`config.mk`:
```
export PLATFORM = sky130hd
export DESIGN_NAME = if_fetch_queue_flat
export DESIGN_NICKNAME = d
export VERILOG_FILES = /design/src/rtl/if_fetch_queue_pkg.sv /design/src/rtl/if_fetch_queue_if.sv /design/src/rtl/if_fetch_queue_fifo.sv /design/src/rtl/if_fetch_queue.sv /design/src/flat_wrapper.sv
export SDC_FILE = /design/constraint.sdc
export NUM_CORES = 1
export LEC_CHECK = 0
export CORE_AREA = 2 2 161 163
export CTS_CLUSTER_DIAMETER = 50
export CTS_CLUSTER_SIZE = 24
export DETAILED_ROUTE_END_ITERATION = 10
export DIE_AREA = 0 0 163 165
export MAX_ROUTING_LAYER = met4
export PLACE_DENSITY = 0.82
export SYNTH_ARGS = -nofsm -noshare
export SYNTH_HDL_FRONTEND = slang
export SYNTH_HIERARCHICAL = 1
export SYNTH_SLANG_ARGS = --single-unit
```
`constraint.sdc`:
```
create_clock -name i_clk -period 4.75 [get_ports i_clk]
set_input_delay 0.95 -clock i_clk [delete_from_list [all_inputs] [get_ports i_clk]]
set_output_delay 0.95 -clock i_clk [all_outputs]
set_load 0.02 [all_outputs]
```
`src/rtl/if_fetch_queue_pkg.sv`:
```
// -----------------------------------------------------------------------------
// if_fetch_queue_pkg
// Shared constants for the instruction-fetch queue: default reset PC, the
// zero/NOP instruction word, boolean levels and the fetch FSM state encodings.
// No ports.
// -----------------------------------------------------------------------------
package if_fetch_queue_pkg;

    localparam logic [31:0] RESET_PC_DEF = 32'h0000_0000;
    localparam logic [31:0] NOP_INST     = 32'h0000_0000;

    localparam logic TRUE  = 1'b1;
    localparam logic FALSE = 1'b0;

    // Fetch FSM state encodings
    localparam logic [1:0] ST_IDLE = 2'd0;
    localparam logic [1:0] ST_WAIT = 2'd1;
    localparam logic [1:0] ST_DROP = 2'd2;

endpackage

```
`src/rtl/if_fetch_queue_if.sv`:
```
// -----------------------------------------------------------------------------
// if_fetch_queue_if
// Bundles the fetch front-end signals: redirect from EX, the request/response
// channel to instruction memory and the valid/ready handshake toward ID.
//   master : the fetch queue itself
//   slave  : the environment (EX redirect, instruction memory, ID stage)
// -----------------------------------------------------------------------------
interface if_fetch_queue_if #(
    parameter int ADDR_W = 32,
    parameter int INST_W = 32
);
    logic              flush;
    logic [ADDR_W-1:0] flush_pc;
    logic              req_valid;
    logic [ADDR_W-1:0] req_addr;
    logic              req_ready;
    logic              resp_valid;
    logic [INST_W-1:0] resp_inst;
    logic [ADDR_W-1:0] resp_pc;
    logic              inst_valid;
    logic [INST_W-1:0] inst_o;
    logic [ADDR_W-1:0] pc_o;
    logic              id_ready;
    logic              if_stall;

    modport master (
        input  flush, flush_pc, req_ready, resp_valid, resp_inst, resp_pc, id_ready,
        output req_valid, req_addr, inst_valid, inst_o, pc_o, if_stall
    );

    modport slave (
        output flush, flush_pc, req_ready, resp_valid, resp_inst, resp_pc, id_ready,
        input  req_valid, req_addr, inst_valid, inst_o, pc_o, if_stall
    );
endinterface

```
`src/rtl/if_fetch_queue_fifo.sv`:
```
// -----------------------------------------------------------------------------
// if_fetch_queue_fifo
// DEPTH-entry circular buffer holding {instruction, pc} words for the fetch
// queue. Clear wins over push/pop in the same cycle. The head word is raw
// storage; the caller masks it when the buffer is empty.
// Ports:
//   i_clk, i_rst_n : clock, asynchronous active-low reset
//   i_push, i_wdata: write one entry at the tail
//   i_pop          : retire the head entry
//   i_clear        : drop all entries
//   o_head         : entry at the head pointer
//   o_count        : number of valid entries (0..DEPTH)
//   o_empty        : o_count == 0
// -----------------------------------------------------------------------------
module if_fetch_queue_fifo #(
    parameter int DEPTH = 4,
    parameter int W     = 64
) (
    input  logic                     i_clk,
    input  logic                     i_rst_n,
    input  logic                     i_push,
    input  logic                     i_pop,
    input  logic                     i_clear,
    input  logic [W-1:0]             i_wdata,
    output logic [W-1:0]             o_head,
    output logic [$clog2(DEPTH):0]   o_count,
    output logic                     o_empty
);
    localparam int PTR_W = $clog2(DEPTH);

    logic [W-1:0]     r_mem [DEPTH];
    logic [PTR_W-1:0] r_head;
    logic [PTR_W-1:0] r_tail;
    logic [PTR_W:0]   r_count;

    always_ff @(posedge i_clk or negedge i_rst_n) begin
        if (!i_rst_n) begin
            r_head  <= '0;
            r_tail  <= '0;
            r_count <= '0;
        end else if (i_clear) begin
            r_head  <= '0;
            r_tail  <= '0;
            r_count <= '0;
        end else begin
            // DEPTH is a power of two, so pointer overflow is the wrap
            if (i_push) r_tail <= r_tail + PTR_W'(1);
            if (i_pop)  r_head <= r_head + PTR_W'(1);
            case ({i_push, i_pop})
                2'b10:   r_count <= r_count + (PTR_W+1)'(1);
                2'b01:   r_count <= r_count - (PTR_W+1)'(1);
                default: r_count <= r_count;
            endcase
        end
    end

    // Storage is not reset; entries are only visible through the count
    always_ff @(posedge i_clk) begin
        if (i_push && !i_clear) r_mem[r_tail] <= i_wdata;
    end

    assign o_head  = r_mem[r_head];
    assign o_count = r_count;
    assign o_empty = (r_count == '0);
endmodule

```
`src/rtl/if_fetch_queue.sv`:
```
// -----------------------------------------------------------------------------
// if_fetch_queue
// Sequential instruction prefetcher with a DEPTH-entry queue toward ID.
// Owns the fetch PC, keeps at most one request outstanding to instruction
// memory and only accepts a response whose PC matches the pending request.
// A flush empties the queue, retargets the fetch PC and discards the
// in-flight response, if any.
// Ports:
//   i_clk, i_rst_n : clock, asynchronous active-low reset
//   bus (master)   : flush/flush_pc, req_*, resp_*, inst_valid/inst_o/pc_o,
//                    id_ready, if_stall
//   o_count        : current queue occupancy
//
// state | meaning
// ------+---------------------------------------------------------------
// IDLE  | no request outstanding; request issued when a slot is free
// WAIT  | one request outstanding; waiting for the matching response
// DROP  | one stale request outstanding; its response is discarded
// -----------------------------------------------------------------------------
module if_fetch_queue
    import if_fetch_queue_pkg::*;
#(
    parameter int                ADDR_W   = 32,
    parameter int                INST_W   = 32,
    parameter int                DEPTH    = 4,
    parameter logic [ADDR_W-1:0] RESET_PC = ADDR_W'(RESET_PC_DEF)
) (
    input  logic                   i_clk,
    input  logic                   i_rst_n,
    if_fetch_queue_if.master       bus,
    output logic [$clog2(DEPTH):0] o_count
);
    localparam int CNT_W = $clog2(DEPTH) + 1;
    localparam int ENT_W = INST_W + ADDR_W;

    logic [1:0]        r_state;
    logic [ADDR_W-1:0] r_fetch_pc;
    logic [ADDR_W-1:0] r_pending_pc;

    logic [1:0]        w_state_nxt;
    logic [ADDR_W-1:0] w_fetch_pc_nxt;
    logic [ADDR_W-1:0] w_pending_pc_nxt;

    logic [CNT_W-1:0]  w_count;
    logic              w_empty;
    logic [ENT_W-1:0]  w_head;
    logic              w_inflight;
    logic [CNT_W:0]    w_used;
    logic              w_credit;
    logic              w_req_valid;
    logic              w_req_fire;
    logic              w_resp_hit;
    logic              w_inst_valid;
    logic              w_push;
    logic              w_pop;
    logic [ADDR_W-1:0] w_flush_pc;
    logic              w_unused;

    if_fetch_queue_fifo #(
        .DEPTH (DEPTH),
        .W     (ENT_W)
    ) u_fifo (
        .i_clk   (i_clk),
        .i_rst_n (i_rst_n),
        .i_push  (w_push),
        .i_pop   (w_pop),
        .i_clear (bus.flush),
        .i_wdata ({bus.resp_inst, bus.resp_pc}),
        .o_head  (w_head),
        .o_count (w_count),
        .o_empty (w_empty)
    );

    // A slot is reserved for the outstanding request, so a returning
    // instruction can always be pushed.
    assign w_inflight = (r_state != ST_IDLE);
    assign w_used     = {1'b0, w_count} + {{CNT_W{1'b0}}, w_inflight};
    assign w_credit   = (w_used < (CNT_W+1)'(DEPTH));

    // Gated by reset so req_valid reads 0 while reset is held
    assign w_req_valid  = i_rst_n && (r_state == ST_IDLE) && w_credit;
    assign w_req_fire   = w_req_valid && bus.req_ready;
    assign w_resp_hit   = (r_state == ST_WAIT) && bus.resp_valid &&
                          (bus.resp_pc == r_pending_pc);
    assign w_inst_valid = !w_empty;
    assign w_push       = w_resp_hit && !bus.flush;
    assign w_pop        = w_inst_valid && bus.id_ready && !bus.flush;
    assign w_flush_pc   = {bus.flush_pc[ADDR_W-1:2], 2'b00};
    assign w_unused     = ^bus.flush_pc[1:0];

    always_comb begin
        w_state_nxt      = r_state;
        w_fetch_pc_nxt   = r_fetch_pc;
        w_pending_pc_nxt = r_pending_pc;
        if (bus.flush) begin
            w_fetch_pc_nxt = w_flush_pc;
            case (r_state)
                // A request accepted in the flush cycle is already stale
                ST_IDLE: if (w_req_fire) w_state_nxt = ST_DROP;
                // If the pending response lands in the flush cycle it is
                // consumed (and dropped) right here; nothing is left to
                // discard, and waiting in DROP would never end.
                ST_WAIT: w_state_nxt = w_resp_hit ? ST_IDLE : ST_DROP;
                // Same reasoning: the single stale response may arrive now
                ST_DROP: w_state_nxt = bus.resp_valid ? ST_IDLE : ST_DROP;
                default: w_state_nxt = ST_IDLE;
            endcase
        end else begin
            case (r_state)
                ST_IDLE: begin
                    if (w_req_fire) begin
                        w_pending_pc_nxt = r_fetch_pc;
                        w_fetch_pc_nxt   = r_fetch_pc + ADDR_W'(4);
                        w_state_nxt      = ST_WAIT;
                    end
                end
                ST_WAIT: if (w_resp_hit)     w_state_nxt = ST_IDLE;
                ST_DROP: if (bus.resp_valid) w_state_nxt = ST_IDLE;
                default: w_state_nxt = ST_IDLE;
            endcase
        end
    end

    always_ff @(posedge i_clk or negedge i_rst_n) begin
        if (!i_rst_n) begin
            r_state      <= ST_IDLE;
            r_fetch_pc   <= RESET_PC;
            r_pending_pc <= RESET_PC;
        end else begin
            r_state      <= w_state_nxt;
            r_fetch_pc   <= w_fetch_pc_nxt;
            r_pending_pc <= w_pending_pc_nxt;
        end
    end

    assign bus.req_valid  = w_req_valid;
    assign bus.req_addr   = r_fetch_pc;
    assign bus.inst_valid = w_inst_valid;
    assign bus.inst_o     = w_inst_valid ? w_head[ENT_W-1:ADDR_W] : INST_W'(NOP_INST);
    assign bus.pc_o       = w_inst_valid ? w_head[ADDR_W-1:0]     : '0;
    assign bus.if_stall   = w_inst_valid ? FALSE : TRUE;
    assign o_count        = w_count;
endmodule
```
`src/flat_wrapper.sv`:
```
// flat-port wrapper written by rule: the top's interface ports become plain ports
module if_fetch_queue_flat import if_fetch_queue_pkg::*;
#(
    parameter int                ADDR_W   = 32,
    parameter int                INST_W   = 32,
    parameter int                DEPTH    = 4,
    parameter logic [ADDR_W-1:0] RESET_PC = ADDR_W'(RESET_PC_DEF)
)
  (i_clk, i_rst_n, o_count, bus_flush, bus_flush_pc, bus_req_ready, bus_resp_valid, bus_resp_inst, bus_resp_pc, bus_id_ready, bus_req_valid, bus_req_addr, bus_inst_valid, bus_inst_o, bus_pc_o, bus_if_stall);
  if_fetch_queue_if #(.ADDR_W(ADDR_W), .INST_W(INST_W)) bus_i ();
  input  logic i_clk;
  input  logic i_rst_n;
  output logic [$clog2(DEPTH):0] o_count;
  input wire logic [$bits(bus_i.flush)-1:0] bus_flush;
  input wire logic [$bits(bus_i.flush_pc)-1:0] bus_flush_pc;
  input wire logic [$bits(bus_i.req_ready)-1:0] bus_req_ready;
  input wire logic [$bits(bus_i.resp_valid)-1:0] bus_resp_valid;
  input wire logic [$bits(bus_i.resp_inst)-1:0] bus_resp_inst;
  input wire logic [$bits(bus_i.resp_pc)-1:0] bus_resp_pc;
  input wire logic [$bits(bus_i.id_ready)-1:0] bus_id_ready;
  output wire logic [$bits(bus_i.req_valid)-1:0] bus_req_valid;
  output wire logic [$bits(bus_i.req_addr)-1:0] bus_req_addr;
  output wire logic [$bits(bus_i.inst_valid)-1:0] bus_inst_valid;
  output wire logic [$bits(bus_i.inst_o)-1:0] bus_inst_o;
  output wire logic [$bits(bus_i.pc_o)-1:0] bus_pc_o;
  output wire logic [$bits(bus_i.if_stall)-1:0] bus_if_stall;
  assign bus_i.flush = bus_flush;
  assign bus_i.flush_pc = bus_flush_pc;
  assign bus_i.req_ready = bus_req_ready;
  assign bus_i.resp_valid = bus_resp_valid;
  assign bus_i.resp_inst = bus_resp_inst;
  assign bus_i.resp_pc = bus_resp_pc;
  assign bus_i.id_ready = bus_id_ready;
  assign bus_req_valid = bus_i.req_valid;
  assign bus_req_addr = bus_i.req_addr;
  assign bus_inst_valid = bus_i.inst_valid;
  assign bus_inst_o = bus_i.inst_o;
  assign bus_pc_o = bus_i.pc_o;
  assign bus_if_stall = bus_i.if_stall;
  if_fetch_queue #(.ADDR_W(ADDR_W), .INST_W(INST_W), .DEPTH(DEPTH), .RESET_PC(RESET_PC)) u_core (.i_clk(i_clk), .i_rst_n(i_rst_n), .bus(bus_i), .o_count(o_count));
endmodule
```
# Word level (Yosys, flattened, before mapping)
# Memory sizes are Yosys's and may differ from the RTL's.
# Index checks and enable logic that the tools add are counted.
# op_classes
reduce_logical	22
eq_ne	8
order_cmp	1
add_sub_neg	6
n_mux	23
bitwise	1
# op_table
operator	n
$mux 32	5
$add 32x3->32 const B	1
$eq 32x32->1	1
$mux 2	11
$pmux 2 s3	2
$reduce_bool 2->1	5
$logic_and 1x1->1	9
$pmux 3 s2	1
$reduce_and 3->1	2
$add 2x1->2 const B	2
$add 3x1->4	1
$eq 2x1->1 const B	2
$eq 2x2->1 const B	2
$lt 4x3->1 const B	1
$add 3x1->3 const B	1
$logic_not 3->1	1
$mux 1	3
$mux 3	1
$ne 3x2->1 const B	1
$ne 3x3->1 const B	1
$reduce_bool 3->1	1
$sub 3x1->3 const B	1
$logic_not 1->1	2
$logic_not 2->1	1
other kinds (3)	3
# totals
memories	1
ramBits	256
output_inout_bits	102
register_bits	73
word_cells	68
# mem_list
name	depth	word_bits	rd	rd_ports_with_merged_regs	write_ports	line	text
u_core.u_fifo.r_mem	4	64	1	0	1	if_fetch_queue_fifo.sv:31	logic [W-1:0] r_mem [DEPTH];

# Depth between registers and ports, before layout
# Gate-level depths: netlist of run 1.
# logic_depth
depth_word	8
depth_mapped	11

# Hierarchy
# Netlist of run 1, hierarchy kept.
# by_module_without_submodules
mod	cells_per_inst	n_inst	area_each_um2
if_fetch_queue_fifo	376	1	9661.8
if_fetch_queue	383	1	3686.0

# Worst setup path before layout of run 1
# Ideal clock, no wire load.
# synth_timing
path_kind	in2reg
from	input bus_resp_pc[15]
to	memory u_core.u_fifo.r_mem[0][0], enable pin
setup_ns	0.429
path_buffers	1
path_stages	8
t_arrival_ns	3.821
path_slack_ns	0.500
cell_sequence	xor2_1 > nor4_1 > nand2_1 > nor4_1 > and2_1 > buf_2 > nor2b_1 > and2_1
# synth_between
elab_chain_cells	6
# synth_rtl
item	line	text
start: declaration	flat_wrapper.sv:19	input wire logic [$bits(bus_i.resp_pc)-1:0] bus_resp_pc;
$eq 32x32->1	if_fetch_queue.sv:84	(bus.resp_pc == r_pending_pc);
$logic_and 1x1->1	if_fetch_queue.sv:83	assign w_resp_hit = (r_state == ST_WAIT) && bus.resp_valid &&
$logic_and 1x1->1	if_fetch_queue.sv:86	assign w_push = w_resp_hit && !bus.flush;
net u_core.w_push	if_fetch_queue.sv:54	logic w_push;
$logic_and 1x1->1	if_fetch_queue_fifo.sv:59	if (i_push && !i_clear) r_mem[r_tail] <= i_wdata;
$mux 1	if_fetch_queue_fifo.sv:59	
$mux 1 (not written as such)	if_fetch_queue_fifo.sv:59	
end: declaration	if_fetch_queue_fifo.sv:31	
# The timed path passes the listed nets, and every way through them passes these cells.

# Worst setup path after layout of run 1
# layout_timing
from	input bus_resp_pc[27]
to	memory u_core.u_fifo.r_mem[2][33], enable pin
# The elaborated chain is that of the path after synthesis.

==> impl_metrics.csv, run 1 <==
group,metric,value,unit
critical_path,crit_arrival,4.17,ns
timing,fin_setup_tns,0,ns
yosys,async_reset_ff_share,21.2,%
yosys,yosysSeqAreaShare,70.5,%
floorplanning,ios,204,
yosys,syn-instance-count,759,
yosys,dominantRegCellSynth,"edfxtp_1",
global_routing,grt_overflow_total,0,
yosys,yosys.area_share.simple,8.07,%
clock_tree,cts_tree,"done",
critical_path,reg2reg_to,"u_core/u_fifo/r_mem[2][33]",
clock_tree,cts-root-buf,"clkbuf_16",
critical_path,worst_setup_path_start_kind,"input port",
clock_tree,clk_path_buf_depth,3,
yosys,synth-xor-area-share,4.07,%
global_routing,antenna_found_initial,1,
yosys,ys_seq_elements,325,
route,post-route-drc-count,0,
route,drt_wl_total,28100,um
critical_path,timing.critical_path.mode_cell,"nor4_1",
hold_path,hp-class,"flip-flop to flip-flop",
yosys,synth_compound_area_share,1.32,%
flow_run,cap_violations,0,
floorplanning,fp.dieH,165,um
critical_path,worstSetupPathType,"input port to flip-flop",
critical_path,endpoint_kind,"flip-flop",
yosys,yosysTopAreaCell,"edfxtp_1",
yosys,avgSynthCellArea,17.6,sq um
run_status,outcome,"completed",
critical_path,endpoint,"u_core/u_fifo/r_mem[2][33]",
pwr,power,6.33,mW
timing,finalCritPeriodShare,82.6,%
place,dp_hpwl,18200,um
route,vias,7431,
timing,max_slew_margin,41.6,%
critical_path,crit_fanout,24,
timing,finalMaxSlewViolations,0,
global_routing,grt_first_pass_wirelength,43000,um
critical_path,cp_data_required_time,5.00,ns
yosys,muxShareOfSynthArea,13.7,%
route,ant_nets,0,
timing,worst_pin_slew,0.876,ns
place,placed_cells,1274,
critical_path,crit_start,"bus_resp_pc[27]",
timing,fin_crit,3.92,ns
yosys,synth.distinct_cells,37,
pwr,leakage,5.67,nW
yosys,syn_area,13300,sq um
critical_path,path_cells,"clkdlybuf4s50_1 > xor2_1 > nor4_1 > buf_4 > nand4_1 > nor4_1 > and2_1 > nor2b_1 > and2_4 > buf_12",
layout,synthToLayoutAreaGrowth,26.9,%
yosys,synthTopCellsByCount,"edfxtp_1 (256), dfrtp_1 (69), nor2b_1 (66)",
floorplanning,die_w,163,um
global_routing,grt_pass1_vias,7660,
pwr,p_per_area,374,nW/um^2
yosys,synthAdderAreaFrac,0.619,%
critical_path,worstRegToRegCells,9,
route,drt_first_pass_iters,5,
timing,hold_viol,0,
layout,final_core_util,67.7,%
global_routing,track_usage,21.8,%
critical_path,cp_slowest_cell,"clkdlybuf4s50_1",
critical_path,path_buf_inv,3,
place,place_area,15900,sq um
yosys,synth_top_family_by_area,"multiplexers",
clock_tree,cts_made_buffers,30,
critical_path,regToRegSetupSlack,1.38,ns
clock_tree,cts_max_level,1,
floorplanning,num_rows,58,
floorplanning,die_area,26900,sq um
clock_tree,clk_latency,0.55,ns
clock_tree,cts_resized,0,
critical_path,cp.depth,10,
timing,fmax,255,MHz
yosys,ys.warnings.count,6,
critical_path,cpPeakStageDelay,0.52,ns
floorplanning,coreArea,25000,sq um
critical_path,path_delay_family,"simple AND/OR/NAND/NOR gates",
timing,finClkSkew,0.0147,ns
pwr,max-vdd-ir-drop,0.000283,V
yosys,synth_most_common_cell,"edfxtp_1",
route,vias_per_cell,5.58,
route,drt_iter0_markers,543,
layout,final_cell_area,16900,sq um
timing,rsz0062_at_grt,"no",
place,place.gp.congestion,0.836,
layout,nets,1084,
clock_tree,cts_sinks,325,
clock_tree,post_cts_buffers,0,
floorplanning,start_util,53.3,%
clock_tree,clk_pin_slew,0.07,ns
clock_tree,postCtsHoldBufs,0,
yosys,synth_area_leaders,"edfxtp_1 (58%), dfrtp_1 (13%), mux4_2 (11%)",
layout,n_fill_cell,1638,
layout,instances_no_fill,1331,
place,io_buffers,199,
layout,drive_gt1_share,18.7,%
critical_path,reg2reg_from,"u_core/r_pending_pc[27]",
yosys,synth_top_area_share,57.6,%
global_routing,grt_max_degree,70,
route,wl_per_cell,21.1,um
yosys,synth_edf_count,256,
timing,finalSetupViolCount,0,
## placed cells by master (no fill, tap or decap), types with 13 or more instances in the layout
| cell type | count |
|---|---|
| nand2_1 | 39 |
| edfxtp_1 | 256 |
| dfrtp_1 | 67 |
| clkbuf_16 | 31 |
| xor2_1 | 40 |
| o21ai_0 | 27 |
| mux2_2 | 32 |
| nand4_1 | 13 |
| mux4_2 | 64 |
| clkdlybuf4s50_1 | 197 |
| nor2b_1 | 66 |
| xnor2_1 | 22 |
## worst register-to-register path: cells and delay by family (launching register included)
kind,cells,cell delay [ns]
buf+inv,2,0.43
xor+xnor,1,0.17
simple gates,6,2.06
flops,1,0.40
## power breakdown
part	switching (mW)	internal [mW]
logic	0.227	0.280
clock network	1.10	1.41
registers	0.119	3.20
## layout make-up
type | instances | area, sq um | share of cell area, %
clock inverters | 24 | 270 | 1.60
repair buffers | 220 | 2290 | 13.5
flip-flops and latches | 325 | 9420 | 55.6
well taps | 330 | 413 | 2.44
clock buffers | 32 | 790 | 4.66
inverters | 6 | 22.5 | 0.133
diodes | 1 | 2.50 | 0.0148
multi-input cells | 393 | 3730 | 22.0
## cell families (layout without fill, tap and decap cells)
group,count (synthesis),after routing
DFF,325,325
and+or+nand+nor,190,190
muxes,99,99
xor gates and xnor gates,62,62
buffers and inverters,42,282
AOI/OAI and AO/OA,34,34
adders and majority gates,6,6
other,1,3
## registers in the layout, summed over array words and instances, names as in the netlist
signal	cells
u_core/u_fifo/r_tail	2
u_core/bus.req_addr	30
u_core/r_pending_pc	30
u_core/r_state	2
u_core/u_fifo/o_count	3
u_core/u_fifo/r_mem	256
u_core/u_fifo/r_head	2
## worst min-delay path by stage
| stage | from | end | slack, ns | depth (start not counted) |
|---|---|---|---|---|
| global route | u_core/r_pending_pc[4] | u_core/r_pending_pc[4] | 0.54 | 1 |
| global placement | u_core/r_pending_pc[9] | u_core/r_pending_pc[9] | 0.51 | 1 |
| floorplan | u_core/r_pending_pc[11] | u_core/r_pending_pc[11] | 0.50 | 1 |
| detailed placement | u_core/r_pending_pc[12] | u_core/r_pending_pc[12] | 0.51 | 1 |
| CTS | u_core/r_pending_pc[12] | u_core/r_pending_pc[12] | 0.53 | 1 |
| finish | u_core/r_pending_pc[4] | u_core/r_pending_pc[4] | 0.53 | 1 |
## metrics by stage
stage          setup WS (ns)  hold WS (ns)
2_1_floorplan          0.500         0.500
3_5_place_dp           0.254         0.514
5_1_grt                0.656         0.538
3_3_place_gp           0.298         0.509
4_1_cts                0.748         0.530
6_report               0.829         0.528
## per-layer routing
metal  share of wire [%]  up-vias  routed length [um]  track usage (%)
met4                 2.0        0                 557             5.31
met1                  41     3762               11500             28.1
met3                 7.3       46                2040             4.72
li1                    -     3346                   -                -
met5                   0        -                   0                -
met2                  50      277               14000             35.8
Power figures use the tool's default switching activity.
==> run 2, diff against run 1 <==
- clock period: 4.75 -> 3.8 ns (I/O delays scaled with it)
==> impl_metrics.csv, run 2 (synthesis gave the netlist of run 1 again) <==
group,metric,value,unit
timing,finalCritPeriodShare,92.8,%
layout,num_antenna_cells,0,
global_routing,track_usage,21.7,%
clock_tree,cts_made_buffers,29,
timing,hold_viol,0,
floorplanning,ios,204,
floorplanning,die_w,163,um
clock_tree,clk_path_buf_depth,3,
layout,drive_gt1_share,19.9,%
critical_path,worstSetupPathType,"flip-flop to primary output",
timing,rsz0062_at_grt,"no",
place,io_buffers,199,
timing,finalSetupViolCount,0,
run_status,outcome,"completed",
critical_path,cpPeakStageDelay,0.63,ns
clock_tree,cts_resized,0,
clock_tree,clk_pin_slew,0.07,ns
layout,largest_register_ffs,256,
place,place_area,16000,sq um
place,place.gp.congestion,0.872,
floorplanning,start_util,53.3,%
layout,mostFrequentLayoutCell,"edfxtp_1",
global_routing,antenna_found_initial,0,
critical_path,path_buf_inv,2,
flow_run,cap_violations,0,
timing,worst_slack,0.274,ns
layout,layout_common_cells,"edfxtp_1 (256), clkdlybuf4s50_1 (197), dfrtp_1 (67)",
route,drt_wl_total,28100,um
floorplanning,die_area,26900,sq um
layout,regMostFlops,"u_core/u_fifo/r_mem",
timing,max_slew_margin,40.6,%
pwr,leakage,5.73,nW
clock_tree,cts-root-buf,"clkbuf_16",
critical_path,worst_setup_path_start_kind,"flip-flop",
clock_tree,postCtsHoldBufs,0,
route,post-route-drc-count,0,
clock_tree,cts_max_level,1,
route,ant_nets,0,
clock_tree,post_cts_buffers,0,
route,vias,7412,
hold_path,hp-class,"input port to async pin",
floorplanning,fp.dieH,165,um
critical_path,path_cells,"buf_12 > mux4_2 > nor2b_1 > clkdlybuf4s50_1",
timing,fmax,284,MHz
pwr,max-vdd-ir-drop,0.000308,V
place,place_ws,-0.171,ns
global_routing,grt_pass1_vias,7652,
route,drt_iter0_markers,554,
route,vias_per_cell,5.52,
layout,n_fill_cell,1679,
clock_tree,cts_sinks,325,
critical_path,crit_fanout,27,
layout,final_cell_area,17000,sq um
timing,worst_pin_slew,0.891,ns
global_routing,grt_max_degree,70,
global_routing,grt_first_pass_wirelength,42900,um
critical_path,cp_data_required_time,3.04,ns
critical_path,crit_arrival,2.77,ns
place,dp_hpwl,19100,um
floorplanning,num_rows,58,
pwr,p_per_area,457,nW/um^2
critical_path,path_delay_family,"buffers and inverters",
layout,synthToLayoutAreaGrowth,27.7,%
global_routing,grt_overflow_total,0,
timing,finalMaxSlewViolations,0,
floorplanning,coreArea,25000,sq um
route,drt_first_pass_iters,5,
route,wl_per_cell,20.9,um
critical_path,endpoint_kind,"primary output",
timing,finClkSkew,0.0247,ns
clock_tree,cts_tree,"done",
clock_tree,clk_latency,0.57,ns
timing,whs,0.457,ns
layout,nets,1098,
critical_path,cp_slowest_cell,"dfrtp_4",
timing,fin_crit,3.53,ns
[run 2: cell count changes in the layout (fill, tap and decap cells not counted), sizes merged]
| cell | before | now |
|---|---|---|
| buf | 23 | 38 |
| bufinv | 3 | 1 |
| clkbuf | 32 | 29 |
| clkinv | 9 | 10 |
| clkinvlp | 3 | 4 |
| diode | 1 | 0 |
| inv | 15 | 16 |
[run 2: worst paths after layout]
check / cells after the start / slack (ns) / to / start
min in group i_clk: 1 / 0.53 / u_core/r_pending_pc[16] / u_core/r_pending_pc[16]
max in group asynchronous: 2 / 2.66 / u_core/u_fifo/r_head[0] / i_rst_n
worst max-delay path: 4 / 0.27 / bus_pc_o[24] / u_core/u_fifo/r_head[0]
worst min-delay path: 2 / 0.46 / u_core/r_pending_pc[6] / i_rst_n
worst min register to register: 1 / 0.53 / u_core/r_pending_pc[16] / u_core/r_pending_pc[16]
worst max register to register: 12 / 0.73 / u_core/u_fifo/o_count[2] / u_core/r_pending_pc[27]
[run 2: per-stage QoR]
stage / util [%] / setup TNS [ns] / power, mW / instances
floorplan: - / 0 / 4.52 / 760
global placement: 64.0 / -26.59 / 4.83 / 1289
detailed placement: 64.0 / -34.79 / 4.86 / 1289
CTS: 68.1 / 0 / 7.86 / 1343
global route: 68.1 / 0 / 8.05 / 1343
finish: 68.1 / 0 / 7.79 / 1343
[run 2: final cells by class]
cell class	instances	area [sq um]	area share, %
clock inverter	25	289	1.70
multi-input combinational	393	3730	21.9
inverter	6	22.5	0.132
sequential	325	9420	55.3
tap	330	413	2.42
timing repair buffer	235	2440	14.3
clock buffer	29	726	4.26
[run 2: routing by layer]
layer | wire, um | up-vias | GRT usage, %
li1 | - | 3361 | -
met1 | 11700 | 3722 | 28.4
met5 | 0 | - | -
met2 | 13900 | 284 | 35.7
met4 | 604 | 0 | 5.31
met3 | 1860 | 45 | 4.09
[run 2: power by group]
| group | switching (mW) | internal, mW |
|---|---|---|
| registers | 0.155 | 3.99 |
| clock network | 1.44 | 1.56 |
| logic | 0.285 | 0.353 |
| total | 1.88 | 5.91 |
